### config.mk
export PLATFORM = sky130hd
export DESIGN_NAME = cache_traffic_gen
export DESIGN_NICKNAME = d
export VERILOG_FILES = /design/src/rtl/cache_tgen_pkg.sv /design/src/rtl/seq_divider.sv /design/src/rtl/cache_traffic_gen.sv
export SDC_FILE = /design/constraint.sdc
export NUM_CORES = 1
export LEC_CHECK = 0
export CAP_MARGIN = 10
export CORE_MARGIN = 1.5
export CORE_UTILIZATION = 35
export DETAILED_ROUTE_END_ITERATION = 16
export PLACE_DENSITY = 0.53
export SYNTH_ARGS = -nofsm -noshare
export SYNTH_HDL_FRONTEND = slang
export SYNTH_SLANG_ARGS = --single-unit
### constraint.sdc
create_clock -name clk -period 7.14 [get_ports clk]
set_input_delay 1.428 -clock clk [delete_from_list [all_inputs] [get_ports clk]]
set_output_delay 1.428 -clock clk [all_outputs]
set_load 0.01 [all_outputs]
### src/rtl/cache_tgen_pkg.sv
// Shared types and constants for the cache traffic generator and its divider.
package cache_tgen_pkg;

    typedef enum logic [1:0] {
        IDLE,
        ISSUE,
        DIVIDE,
        DONE
    } state_e;

    localparam logic [1:0] MODE_SEQ    = 2'd0;
    localparam logic [1:0] MODE_STRIDE = 2'd1;
    localparam logic [1:0] MODE_RAND   = 2'd2;

    localparam int PERCENT = 100;
    localparam int RATE_W  = 7;

endpackage

### src/rtl/seq_divider.sv
// Restoring unsigned divider, one quotient bit per cycle, DVD_W cycles from start.
// done_o pulses for one cycle when quotient_o is valid; quotient_o keeps the low QUO_W bits.
module seq_divider #(
    parameter int DVD_W = 21,
    parameter int DSR_W = 14,
    parameter int QUO_W = DVD_W
) (
    input  logic             clk,
    input  logic             rst,
    input  logic             start_i,
    input  logic [DVD_W-1:0] dividend_i,
    input  logic [DSR_W-1:0] divisor_i,
    output logic             busy_o,
    output logic             done_o,
    output logic [QUO_W-1:0] quotient_o
);

    localparam int CNT_BITS = $clog2(DVD_W + 1);

    logic [DSR_W-1:0]    rem_q, rem_d, rem_src;
    logic [DVD_W-1:0]    dvd_q, dvd_d, dvd_src;
    logic [DSR_W-1:0]    dsr_q, dsr_src;
    logic [QUO_W-1:0]    quo_q, quo_d, quo_src;
    logic [CNT_BITS-1:0] cnt_q;
    logic                busy_q, done_q;
    logic [DSR_W:0]      trial;
    logic                fits;

    // The load cycle performs the first iteration on the fresh operands.
    always_comb begin
        rem_src = start_i ? '0 : rem_q;
        dvd_src = start_i ? dividend_i : dvd_q;
        dsr_src = start_i ? divisor_i : dsr_q;
        quo_src = start_i ? '0 : quo_q;
        trial   = {rem_src, dvd_src[DVD_W-1]};
        fits    = trial >= {1'b0, dsr_src};
        rem_d   = fits ? DSR_W'(trial - {1'b0, dsr_src}) : DSR_W'(trial);
        quo_d   = QUO_W'({quo_src, fits});
        dvd_d   = DVD_W'({dvd_src, 1'b0});
    end

    // NOTE: every register, datapath included, takes the async reset so an aborted run leaves no stale quotient.
    always_ff @(posedge clk or posedge rst) begin
        if (rst) begin
            rem_q  <= '0;
            dvd_q  <= '0;
            dsr_q  <= '0;
            quo_q  <= '0;
            cnt_q  <= '0;
            busy_q <= 1'b0;
            done_q <= 1'b0;
        end else if (start_i) begin
            rem_q  <= rem_d;
            dvd_q  <= dvd_d;
            dsr_q  <= divisor_i;
            quo_q  <= quo_d;
            cnt_q  <= CNT_BITS'(DVD_W - 1);
            busy_q <= 1'b1;
            done_q <= 1'b0;
        end else if (busy_q) begin
            rem_q <= rem_d;
            dvd_q <= dvd_d;
            quo_q <= quo_d;
            cnt_q <= cnt_q - 1'b1;
            if (cnt_q == CNT_BITS'(1)) begin
                busy_q <= 1'b0;
                done_q <= 1'b1;
            end
        end else begin
            done_q <= 1'b0;
        end
    end

    assign busy_o     = busy_q;
    assign done_o     = done_q;
    assign quotient_o = quo_q;

endmodule

### src/rtl/cache_traffic_gen.sv
// Access-pattern generator for cache hit-rate runs: sequential, strided or LFSR traffic,
// then a hit-rate percentage. Define CACHE_TGEN_WRITE_MIX_EN to make every WRITE_EVERY-th access a write.
module cache_traffic_gen
    import cache_tgen_pkg::*;
#(
    parameter int               ADDR_W      = 15,
    parameter int               CNT_W       = 14,
    parameter logic [ADDR_W-1:0] LFSR_TAPS  = 15'h6000,
    parameter int               WRITE_EVERY = 4
) (
    input  logic              clk,
    input  logic              rst,
    input  logic              start,
    input  logic [1:0]        mode,
    input  logic [ADDR_W-1:0] base_addr,
    input  logic [ADDR_W-1:0] stride,
    input  logic [CNT_W-1:0]  num_accesses,
    input  logic              cache_ready,
    input  logic              cache_hit,
    output logic              cache_read,
    output logic              cache_write,
    output logic [ADDR_W-1:0] address,
    output logic              busy,
    output logic              done,
    output logic [CNT_W-1:0]  attempts,
    output logic [CNT_W-1:0]  hits,
    output logic [6:0]        hit_rate
);

    localparam int DVD_W = CNT_W + 7;

    state_e              state_q;
    logic [1:0]          mode_q;
    logic [ADDR_W-1:0]   stride_q, addr_q, addr_d;
    logic [CNT_W-1:0]    num_q, attempts_q, hits_q, hits_inc;
    logic [RATE_W-1:0]   hit_rate_q;
    logic                read_q, busy_q, done_q;
    logic                last_access, div_start, div_busy, div_done;
    logic [RATE_W-1:0]   div_quo;

`ifdef CACHE_TGEN_WRITE_MIX_EN
    localparam int               PH_W    = $clog2(WRITE_EVERY);
    localparam logic [PH_W-1:0]  PH_LAST = PH_W'(WRITE_EVERY - 1);
    logic [PH_W-1:0] phase_q, phase_d;
    logic            write_q;
    assign phase_d     = (phase_q == PH_LAST) ? '0 : phase_q + 1'b1;
    assign cache_write = write_q;
`else
    assign cache_write = 1'b0;
`endif

    always_comb begin
        case (mode_q)
            MODE_STRIDE: addr_d = addr_q + stride_q;
            MODE_RAND:   addr_d = (addr_q >> 1) ^ (addr_q[0] ? LFSR_TAPS : '0);
            default:     addr_d = addr_q + 1'b1;
        endcase
    end

    assign hits_inc    = hits_q + CNT_W'(cache_hit);
    assign last_access = (attempts_q + 1'b1) == num_q;
    // Divider loads next-cycle counter values on the completing edge so DIVIDE lasts exactly DVD_W cycles.
    assign div_start   = (state_q == ISSUE) && cache_ready && last_access && !div_busy;

    seq_divider #(
        .DVD_W (DVD_W),
        .DSR_W (CNT_W),
        .QUO_W (RATE_W)
    ) u_div (
        .clk        (clk),
        .rst        (rst),
        .start_i    (div_start),
        .dividend_i (DVD_W'(hits_inc) * DVD_W'(PERCENT)),
        .divisor_i  (attempts_q + 1'b1),
        .busy_o     (div_busy),
        .done_o     (div_done),
        .quotient_o (div_quo)
    );

    always_ff @(posedge clk or posedge rst) begin
        if (rst) begin
            state_q    <= IDLE;
            mode_q     <= MODE_SEQ;
            stride_q   <= '0;
            num_q      <= '0;
            addr_q     <= '0;
            attempts_q <= '0;
            hits_q     <= '0;
            hit_rate_q <= '0;
            read_q     <= 1'b0;
            busy_q     <= 1'b0;
            done_q     <= 1'b0;
`ifdef CACHE_TGEN_WRITE_MIX_EN
            phase_q    <= '0;
            write_q    <= 1'b0;
`endif
        end else begin
            unique case (state_q)
                IDLE, DONE: begin
                    if (start) begin
                        mode_q     <= mode;
                        stride_q   <= stride;
                        num_q      <= num_accesses;
                        // In random mode the address register is the LFSR itself.
                        if (mode == MODE_RAND)
                            addr_q <= (base_addr == '0) ? ADDR_W'(1) : base_addr;
                        else
                            addr_q <= base_addr;
                        attempts_q <= '0;
                        hits_q     <= '0;
                        hit_rate_q <= '0;
                        busy_q     <= 1'b1;
                        done_q     <= 1'b0;
                        read_q     <= (num_accesses != '0);
`ifdef CACHE_TGEN_WRITE_MIX_EN
                        phase_q    <= '0;
                        write_q    <= 1'b0;
`endif
                        state_q    <= (num_accesses != '0) ? ISSUE : DIVIDE;
                    end
                end
                ISSUE: begin
                    if (cache_ready) begin
                        attempts_q <= attempts_q + 1'b1;
                        hits_q     <= hits_inc;
                        addr_q     <= addr_d;
                        if (last_access) begin
                            read_q  <= 1'b0;
`ifdef CACHE_TGEN_WRITE_MIX_EN
                            write_q <= 1'b0;
`endif
                            state_q <= DIVIDE;
                        end else begin
`ifdef CACHE_TGEN_WRITE_MIX_EN
                            phase_q <= phase_d;
                            read_q  <= (phase_d != PH_LAST);
                            write_q <= (phase_d == PH_LAST);
`endif
                        end
                    end
                end
                DIVIDE: begin
                    if (attempts_q == '0 || div_done) begin
                        hit_rate_q <= (attempts_q == '0) ? '0 : div_quo;
                        busy_q     <= 1'b0;
                        done_q     <= 1'b1;
                        state_q    <= DONE;
                    end
                end
            endcase
        end
    end

    assign cache_read = read_q;
    assign address    = addr_q;
    assign busy       = busy_q;
    assign done       = done_q;
    assign attempts   = attempts_q;
    assign hits       = hits_q;
    assign hit_rate   = hit_rate_q;

endmodule

==> results by group, run 1 <==
Finish
  • Final Cell Area: 0.0128 sq mm
  • Final Non-Filler Cells: approximately 1700
  • Layout-stage area growth over the synthesis result: 25.6%
  • Layout fillers: around 2800
  • Net count, final: 1436
  • Layout cell share with drive strength beyond 1: 13.9%
  • Ant. Diodes: 0

Route
  • DRC Markers: 0
  • Initial DRC count: 487
  • Vias per inst: approximately 5
  • Post-DRT Antenna Nets: 0
  • DR WL/cell: 16.3 um
  • Routed WL: 27500 um
  • First-pass DRT Iterations: 5
  • Vias: 8697

Yosys
  • Synth Area per Inst: roughly 8.8 sq um
  • Mapped Cells: roughly 1200
  • Post-synth ARST share: 100%
  • Synth unique cells: 67
  • Post-synth EDFFs: 0
  • Synth top cells by count: nand2_1, dfrtp_1, o21ai_0
  • Synth area leader: dfrtp_1
  • Syn Nets: 1303
  • Synthesized cell area: 0.0102 sq mm
  • Register area share after synthesis: between 30% and 40%
  • Most common cell in the synthesized netlist: nand2_1
  • Share of the synthesized area in the top cell type: 35.8%
  • Yosys warns: 0
  • Synth Flop Type: dfrtp_1
  • Flops & latches, synth: 146
  • Ranking of synthesized cells by area: dfrtp_1, ha_1, nand2_1

CTS
  • CTS buffer count: 17
  • Sink Count: roughly 150
  • Post-CTS Hold Buffers: 0
  • Clk pin slew, worst setup/hold paths: ~0.07 ns
  • Clk_lat worst skew: 0.44 ns
  • Max Buffers Root-to-Sink: 2
  • CTS tree: yes
  • Root buf cell: clkbuf_16
  • H-tree depth: 4

Global route
  • GRT Total Usage: 18.8%
  • Largest net degree at the start of global routing: 75
  • First-pass GRT wire length: between 40000 and 50000 um
  • Grt ovf: 0
  • Initial antenna violation count: 0
  • Vias in the first global route: between 8000 and 9000

Hold path
  • Worst Hold Class: reg2reg

Timing
  • Crit share post-route: between 90% and 100%
  • Worst-margin pin slew: ~1.1 ns
  • Pins Over Slew Limit: 0
  • Max-slew headroom: 25.0%
  • PnR worst setup slack: 0.545 ns
  • Worst-case clock skew: 0.0140 ns
  • Setup TNS: 0 ns
  • RSZ-0062 raised after global routing: no
  • Post-route minimum period: 6.59 ns
  • Final Hold Viols: 0
  • Setup Viol. Count Final: 0
  • Max Freq: 152 MHz

Placed design
  • Dpl cells: about 1700
  • Placed inst area: approximately 0.012 sq mm
  • DP Wirelength: approximately 20000 um
  • Gpl congestion: 0.866
  • Pre-CTS setup slack: -0.461 ns
  • Port bufs: 103

Critical path
  • Setup crit start kind: input pin
  • Worst R2R Start: attempts[0]
  • Slowest cell on crit path: fa_1
  • Worst setup EP type: register
  • Setup CP Type: in2reg
  • Worst setup endpoint: u_div.quotient_o[0]
  • Worst path bufs/invs: 5
  • Worst path max stage delay: about 0.53 ns
  • Flop2flop setup slack: 0.77 ns
  • CP startpoint: cache_hit
  • Crit path arrival time: 6.92 ns
  • Cell repeated most along the worst path: ha_1
  • Crit-path max FO: 12
  • CP top delay family: adder cells
  • Required time of the worst setup path: 7.46 ns
  • R2r endpoint: u_div.quotient_o[0]
  • R2R depth: 19
  • Stages on worst setup path: 30

Die
  • Die Wd: approximately 170 um
  • Die Height: 174 um
  • Io pins: 105
  • Initial Utilization: 35.5%
  • Row count: 62
  • DIE AREA: 0.0302 sq mm
  • Core Region: 0.0287 sq mm

Power and ir drop
  • PD cells: 332 mW/mm^2
  • P_leak: 5.69 nW
  • Maximum VDD drop: 0.168 mV
  • Power, Total: roughly 4.3 mW

Outcome
  • Status: completed

Flow run
  • MaxCap Viol Count: 0
[final cells by class]
| type | instances | area (sq um) | share of cell area, % |
|---|---|---|---|
| clock buffer | 19 | 443 | 3.46 |
| clock inverter | 13 | 151 | 1.18 |
| inverter | 82 | 313 | 2.44 |
| multi-input combinational | 869 | 6170 | 48.2 |
| sequential | 146 | 3650 | 28.5 |
| tap | 384 | 480 | 3.75 |
| timing repair buffer | 176 | 1590 | 12.4 |
[through the flow]
step	utilization (%)	hold slack (ns)
6_report	44.6	0.465
2_1_floorplan	-	0.434
3_5_place_dp	41.7	0.456
4_1_cts	43.8	0.471
3_3_place_gp	41.7	0.454
5_1_grt	44.6	0.500
[timing repair]
| action | 4_1_cts | 5_1_grt |
|---|---|---|
| endpoints found under the setup margin | 11 | 15 |
| pin swaps | 0 | 15 |
| buffers inserted | 0 | 4 |
| gates resized for setup | 3 | 42 |
[per-layer routing]
metal | part of all wire [%] | global-route usage (%)
met5 | 0 | 0
met2 | 48 | 31.3
met3 | 2.9 | 3.18
met1 | 48 | 25.4
met4 | 1.4 | 4.53
[cell usage in the layout (no fill, tap or decap), drive strengths merged, types with 13 or more instances in the layout]
cell	n
clkbuf	19
nand2	147
a21oi	63
o211ai	15
nor4	15
o21ai	110
nand3	33
nor2	63
xnor2	49
clkdlybuf4s50	102
ha	82
buf	73
dfrtp	146
and2	31
a211oi	13
inv	85
mux2	33
nor3	15
xor2	26
nor2b	14
[worst reg2reg max path: stages, from the launching register on]
cell      delay, ns
dfrtp_1        0.58
ha_1           0.44
nand3_1        0.34
or3_1          0.53
o311ai_0       0.54
nand4_1        0.23
nor4_4         0.34
buf_4          0.20
nand3_2        0.33
and2_1         0.32
ha_1           0.34
a21oi_1        0.23
nor3b_1        0.28
a211oi_2       0.12
o311a_1        0.39
nor4_2         0.29
o21bai_2       0.12
buf_4          0.15
a21o_4         0.23
mux2_2         0.27
[worst min path at each step]
stage	start	to	slack, ns	depth (start not counted)
global route	u_div.rem_q[0]	u_div.rem_q[0]	0.50	2
CTS	u_div.rem_q[0]	u_div.rem_q[0]	0.47	2
finish	u_div.rem_q[0]	u_div.rem_q[0]	0.46	2
floorplan	u_div.dsr_q[1]	u_div.dsr_q[1]	0.43	2
detailed placement	u_div.rem_q[0]	u_div.rem_q[0]	0.46	2
global placement	u_div.rem_q[0]	u_div.rem_q[0]	0.45	2
[cells by family after synthesis]
kind of cell	count (synthesis)	share of synthesized area (%)
flip-flops	146	35.8
multiplexers	45	4.86
AO/OA/AOI/OAI	279	16.8
other	1	0.0368
XOR/XNOR	75	6.44
AND/OR/NAND/NOR	376	18.2
adder cells (fa/ha/maj)	93	12.2
buffers and inverters	144	5.68
[state kept, by name, summed over array words and instances, names as in the netlist]
name,flops
attempts,14
u_div.done_o,1
busy,1
stride_q,15
hit_rate,7
u_div.cnt_q,5
u_div.rem_q,14
address,15
u_div.dvd_q,18
mode_q,2
num_q,14
cache_read,1
u_div.dsr_q,14
done,1
hits,14
state_q,2
u_div.quotient_o,7
u_div.busy_o,1
[where the power goes]
part / internal (mW) / total [mW] / switching [mW] / leakage, nW
sequential: 1.09 / 1.32 / 0.229 / 1.80
combinational: 0.909 / 1.99 / 1.08 / 3.62
clock: 0.530 / 0.940 / 0.410 / 0.277
total: 2.53 / 4.25 / 1.72 / 5.69
(Power assumes the default switching activity.)
==> run 2, diff against run 1 <==
- PLACE_DENSITY: 0.53 -> 0.57
==> run 2 against run 1 <==
Sequential power barely moved. Clock power fell by 2%. Global-route usage fell by 0.14 points. Largest cell class unchanged. Worst hold slack improved by 0.00060 ns. Highest routed layer unchanged. Power fell by 0.40%. Sequential share of layout area rose by 0.059 points. Register-to-register slack improved by 0.03 ns.
==> results by group, run 2 (same netlist as run 1, synthesis figures left out) <==
Route
  • Routed WL: around 27000 um
  • Initial DRC count: roughly 560
  • DR WL/cell: 16.2 um
  • Vias: 8758
  • DRC Markers: 0
  • Post-DRT Antenna Nets: 0
  • First-pass DRT Iterations: 5
  • Vias per inst: 5.18

Hold path
  • Worst Hold Class: reg2reg
  • Hold Path Sink: u_div.dsr_q[1]
  • Worst Hold Path Cells: 2
  • Hold Startpoint: u_div.dsr_q[1]

Timing
  • Worst hold slack: 0.465 ns
  • Pins Over Slew Limit: 0
  • Worst-margin pin slew: around 1.2 ns
  • Worst-case clock skew: 0.0151 ns
  • Setup Viol. Count Final: 0
  • Crit share post-route: 92.5%
  • Final Hold Viols: 0
  • Max Freq: ~150 MHz
  • RSZ-0062 raised after global routing: no
  • Post-route minimum period: around 6.6 ns
  • Max-slew headroom: 23.2%

CTS
  • Clk_lat worst skew: 0.43 ns
  • Sink Count: 146
  • Clk pin slew, worst setup/hold paths: 0.06 ns
  • H-tree depth: 4
  • CTS buffer count: 17
  • Root buf cell: clkbuf_16
  • CTS tree: yes
  • Max Buffers Root-to-Sink: 2

Critical path
  • Flop2flop setup slack: 0.80 ns
  • Slowest cell on crit path: fa_1
  • Required time of the worst setup path: around 7.5 ns
  • Setup CP Type: in2reg
  • Crit-path max FO: 4
  • R2r endpoint: u_div.rem_q[0]
  • Worst setup EP type: register
  • Cell repeated most along the worst path: ha_1
  • Worst path max stage delay: 0.49 ns
  • Crit path arrival time: 6.96 ns
  • R2R depth: 21
  • Setup crit start kind: input pin
  • Worst R2R Start: attempts[0]

Placed design
  • DP Wirelength: 19700 um
  • Dpl cells: 1654
  • Gpl congestion: just under 0.9
  • Port bufs: about 100

Power and ir drop
  • Power, Total: 4.24 mW
  • P_leak: approximately 5.7 nW
  • PD cells: 332 mW/mm^2
  • Maximum VDD drop: ~0.23 mV

Finish
  • Commonest non-fill, non-tap cell in the layout: nand2_1
  • Net count, final: 1437
  • Multi-input gate area: 0.00614 sq mm
  • Layout-stage area growth over the synthesis result: 25.3%
  • Top reg by flops: u_div.dvd_q
  • Final Non-Filler Cells: between 1500 and 2000
  • Commonest cells after routing, fill and taps aside: nand2_1, dfrtp_1, o21ai_0, clkdlybuf4s50_1, inv_1
  • Sequential cell area: 0.00365 sq mm
  • Layout cell share with drive strength beyond 1: 13.9%
  • Ant. Diodes: 0
  • Max reg flops: 18
  • Layout fillers: 2807

Global route
  • Largest net degree at the start of global routing: 104
  • First-pass GRT wire length: 45400 um
  • Grt ovf: 0
  • GRT Total Usage: 18.6%
  • Vias in the first global route: 8733
  • Initial antenna violation count: 0

Die
  • DIE AREA: 0.0302 sq mm
  • Die Wd: 174 um
  • Initial Utilization: 35.5%
  • Die Height: 174 um
  • Io pins: 105
  • Row count: 62
  • Core Region: 0.0287 sq mm

Flow run
  • MaxCap Viol Count: 0

Outcome
  • Status: completed
[run 2: cell types whose count changed in the layout (fill, tap and decap cells not counted), sizes merged]
cell,before,now
inv,85,87
clkinvlp,4,3
buf,73,74
clkinv,4,3
[run 2: per-stage QoR]
stage | setup slack, ns | util [%] | cell area (sq um) | TNS [ns]
after floorplan | 0.439 | - | 10200 | 0
after global placement | -0.287 | 41.7 | 12000 | -3.06
after detailed placement | -0.385 | 41.7 | 12000 | -4.75
after CTS | 0.0338 | 43.8 | 12600 | 0
after global routing | 0.207 | 44.5 | 12800 | 0
final | 0.537 | 44.5 | 12800 | 0
[run 2: layout make-up]
cell class,count,share of cell area [%]
multi-input combinational,869,48.1
sequential,146,28.6
timing repair buffer,177,12.5
tap,384,3.76
clock buffer,19,3.47
inverter,82,2.45
clock inverter,13,1.17
[run 2: worst max path at each step]
| stage | cells past startpoint | start | slack (ns) | to |
|---|---|---|---|---|
| CTS | 27 | cache_hit | 0.03 | u_div.quotient_o[0] |
| global placement | 27 | cache_hit | -0.29 | u_div.quotient_o[0] |
| finish | 30 | cache_hit | 0.54 | u_div.rem_q[0] |
| global route | 30 | cache_hit | 0.21 | u_div.rem_q[0] |
| detailed placement | 27 | cache_hit | -0.38 | u_div.quotient_o[0] |
| floorplan | 31 | cache_hit | 0.44 | u_div.rem_q[10] |
[run 2: report_power, final]
part	total (mW)	switching [mW]	internal [mW]
combinational	1.99	1.09	0.895
clock	0.924	0.393	0.530
sequential	1.33	0.235	1.09
[run 2: worst max-delay path: cells and delay by family]
family / cells / cell delay, ns
buffers and inverters: 5 / 0.56
muxes: 2 / 0.58
AOI/OAI and AO/OA: 8 / 1.49
and+or+nand+nor: 6 / 0.77
xor gates and xnor gates: 2 / 0.21
adders and majority gates: 7 / 1.92
[run 2: timing repair]
item	4_1_cts	5_1_grt
setup buffers	0	4
setup endpoints to repair	0	15
gates resized for setup	0	38
hold buffers	0	0
[run 2: metal layers]
layer,track usage (%),up-vias,share of wire (%)
li1,-,4306,-
met1,25.3,4246,47
met2,30.5,178,48
met3,3.09,28,3.1
met4,5.60,0,1.7
met5,0,-,0
==> run 3, diff against run 2 <==
- CTS_BUF_LIST: unset -> sky130_fd_sc_hd__clkbuf_4 sky130_fd_sc_hd__clkbuf_8
==> run 3 against run 2 <==
Die area is the same. First-iteration DRC count grew 11%. Non-clock buffer count increased by 1. Register-to-register slack is essentially flat. Largest cell class unchanged. Highest routed layer unchanged.
==> results by group, run 3 (same netlist as run 1, synthesis figures left out) <==
Finish
  • Max reg flops: 18
  • Ant. Diodes: 0
  • Net count, final: approximately 1400
  • Top reg by flops: u_div.dvd_q
  • Layout-stage area growth over the synthesis result: 23.6%
  • Layout cell share with drive strength beyond 1: 14.2%
  • Commonest non-fill, non-tap cell in the layout: nand2_1
  • Commonest cells after routing, fill and taps aside: nand2_1, dfrtp_1, o21ai_0, clkdlybuf4s50_1, inv_1
  • Final Cell Area: 0.0126 sq mm

Critical path
  • Crit path arrival time: 6.94 ns
  • Slowest cell on crit path: fa_1
  • Worst path max stage delay: 0.52 ns
  • Required time of the worst setup path: 7.53 ns
  • Worst setup EP type: register
  • Flop2flop setup slack: 0.80 ns
  • Crit-path max FO: 4
  • CP startpoint: cache_hit
  • Worst path bufs/invs: 4
  • Setup CP Type: in2reg
  • Setup crit start kind: input pin
  • Worst R2R Start: attempts[0]
  • CP top delay family: adder cells

Die
  • DIE AREA: 0.0302 sq mm
  • Die Height: 174 um
  • Die Wd: 174 um
  • Core Region: 0.0287 sq mm
  • Row count: 62
  • Io pins: 105
  • Initial Utilization: 35.5%

Flow run
  • MaxCap Viol Count: 0

Power and ir drop
  • Power, Total: 4.01 mW
  • Power Internal: 2.32 mW
  • Gate power share: 49.5%
  • Sw Share: 42.2%
  • Reg power frac: 33.1%
  • Sw power: 1.69 mW
  • P_leak: 5.62 nW
  • Maximum VDD drop: between 0.15 and 0.2 mV
  • Clock share of power: around 17%
  • PD cells: 318 mW/mm^2

Timing
  • Setup TNS: 0 ns
  • Worst-margin pin slew: between 1 and 1.5 ns
  • Crit share post-route: 91.7%
  • PnR worst setup slack: ~0.6 ns
  • Worst hold slack: 0.470 ns
  • Pins Over Slew Limit: 0
  • Worst-case clock skew: 0.0223 ns
  • Setup Viol. Count Final: 0
  • Max-slew headroom: 23.0%
  • RSZ-0062 raised after global routing: no
  • Max Freq: about 150 MHz
  • Post-route minimum period: roughly 6.5 ns
  • Final Hold Viols: 0

Route
  • Initial DRC count: 618
  • DR WL/cell: 16.2 um
  • Routed WL: about 27000 um
  • Post-DRT Antenna Nets: 0
  • Vias per inst: 5.19
  • DRC Markers: 0
  • First-pass DRT Iterations: 5
  • Vias: roughly 8800

Placed design
  • DP Wirelength: 19700 um
  • Placed inst area: 0.0120 sq mm
  • Port bufs: between 100 and 150
  • Gpl congestion: around 0.9
  • Pre-CTS setup slack: -0.385 ns

Global route
  • Largest net degree at the start of global routing: 104
  • First-pass GRT wire length: 45100 um
  • Vias in the first global route: between 8000 and 9000
  • Initial antenna violation count: 0
  • Grt ovf: 0
  • GRT Total Usage: 18.6%

Hold path
  • Hold Startpoint: u_div.dsr_q[1]
  • Worst Hold Class: reg2reg

CTS
  • CTS buffer count: 17
  • CTS tree: yes
  • Sink Count: around 150
  • Clk_lat worst skew: 0.48 ns
  • Clk pin slew, worst setup/hold paths: 0.08 ns
  • Max Buffers Root-to-Sink: 2
  • Post-CTS Hold Buffers: 0
  • Root buf cell: clkbuf_8
  • H-tree depth: 4

Outcome
  • Status: completed
run 3: worst paths after layout:
kind / to / cells after the start
min in group asynchronous: address[8] / 2
worst max register to register: u_div.rem_q[0] / 22
max in group asynchronous: u_div.dvd_q[19] / 3
worst min register to register: u_div.dsr_q[1] / 2
worst min-delay path: u_div.dsr_q[1] / 2
worst max-delay path: u_div.rem_q[0] / 30
run 3: area by class of cell:
type                       count  area (sq um)
clock buffer                  19           255
clock inverter                13           149
fill                        2821         16100
inverter                      82           313
multi-input combinational    869          6140
sequential                   146          3650
tap                          384           480
timing repair buffer         178          1610
run 3: power groups by stage:
stage	clock, mW	combinational, mW	sequential (mW)
after global routing	0.746	2.21	1.36
after floorplan	0	1.33	1.29
after CTS	0.715	1.95	1.32
final	0.697	1.98	1.33
after global placement	0	1.92	1.34
after detailed placement	0	1.94	1.34
run 3: routing by layer:
metal	GRT usage (%)	share of wire [%]	vias to the layer above
met5	0	0	-
met1	25.1	47	4273
met3	2.63	3.0	31
met2	30.5	48	161
met4	5.96	1.6	0
li1	-	-	4310
run 3: per-stage QoR:
stage | instances | util [%]
floorplan | 1159 | -
global placement | 1654 | 41.7
detailed placement | 1654 | 41.7
CTS | 1686 | 43.1
global route | 1691 | 43.9
finish | 1691 | 43.9
run 3: worst register-to-register path: cells and delay by family, from the launching register on:
kind	cells	cell delay, ns
adders and majority gates	2	0.83
muxes	1	0.33
buffers and inverters	3	0.49
DFF	1	0.59
and+or+nand+nor	9	2.66
AOI/OAI and AO/OA	7	1.36
run 3: timing repair:
| item | CTS | global route |
|---|---|---|
| buffers inserted | 0 | 5 |
| setup endpoints to repair | 0 | 15 |
| resized for setup | 0 | 39 |
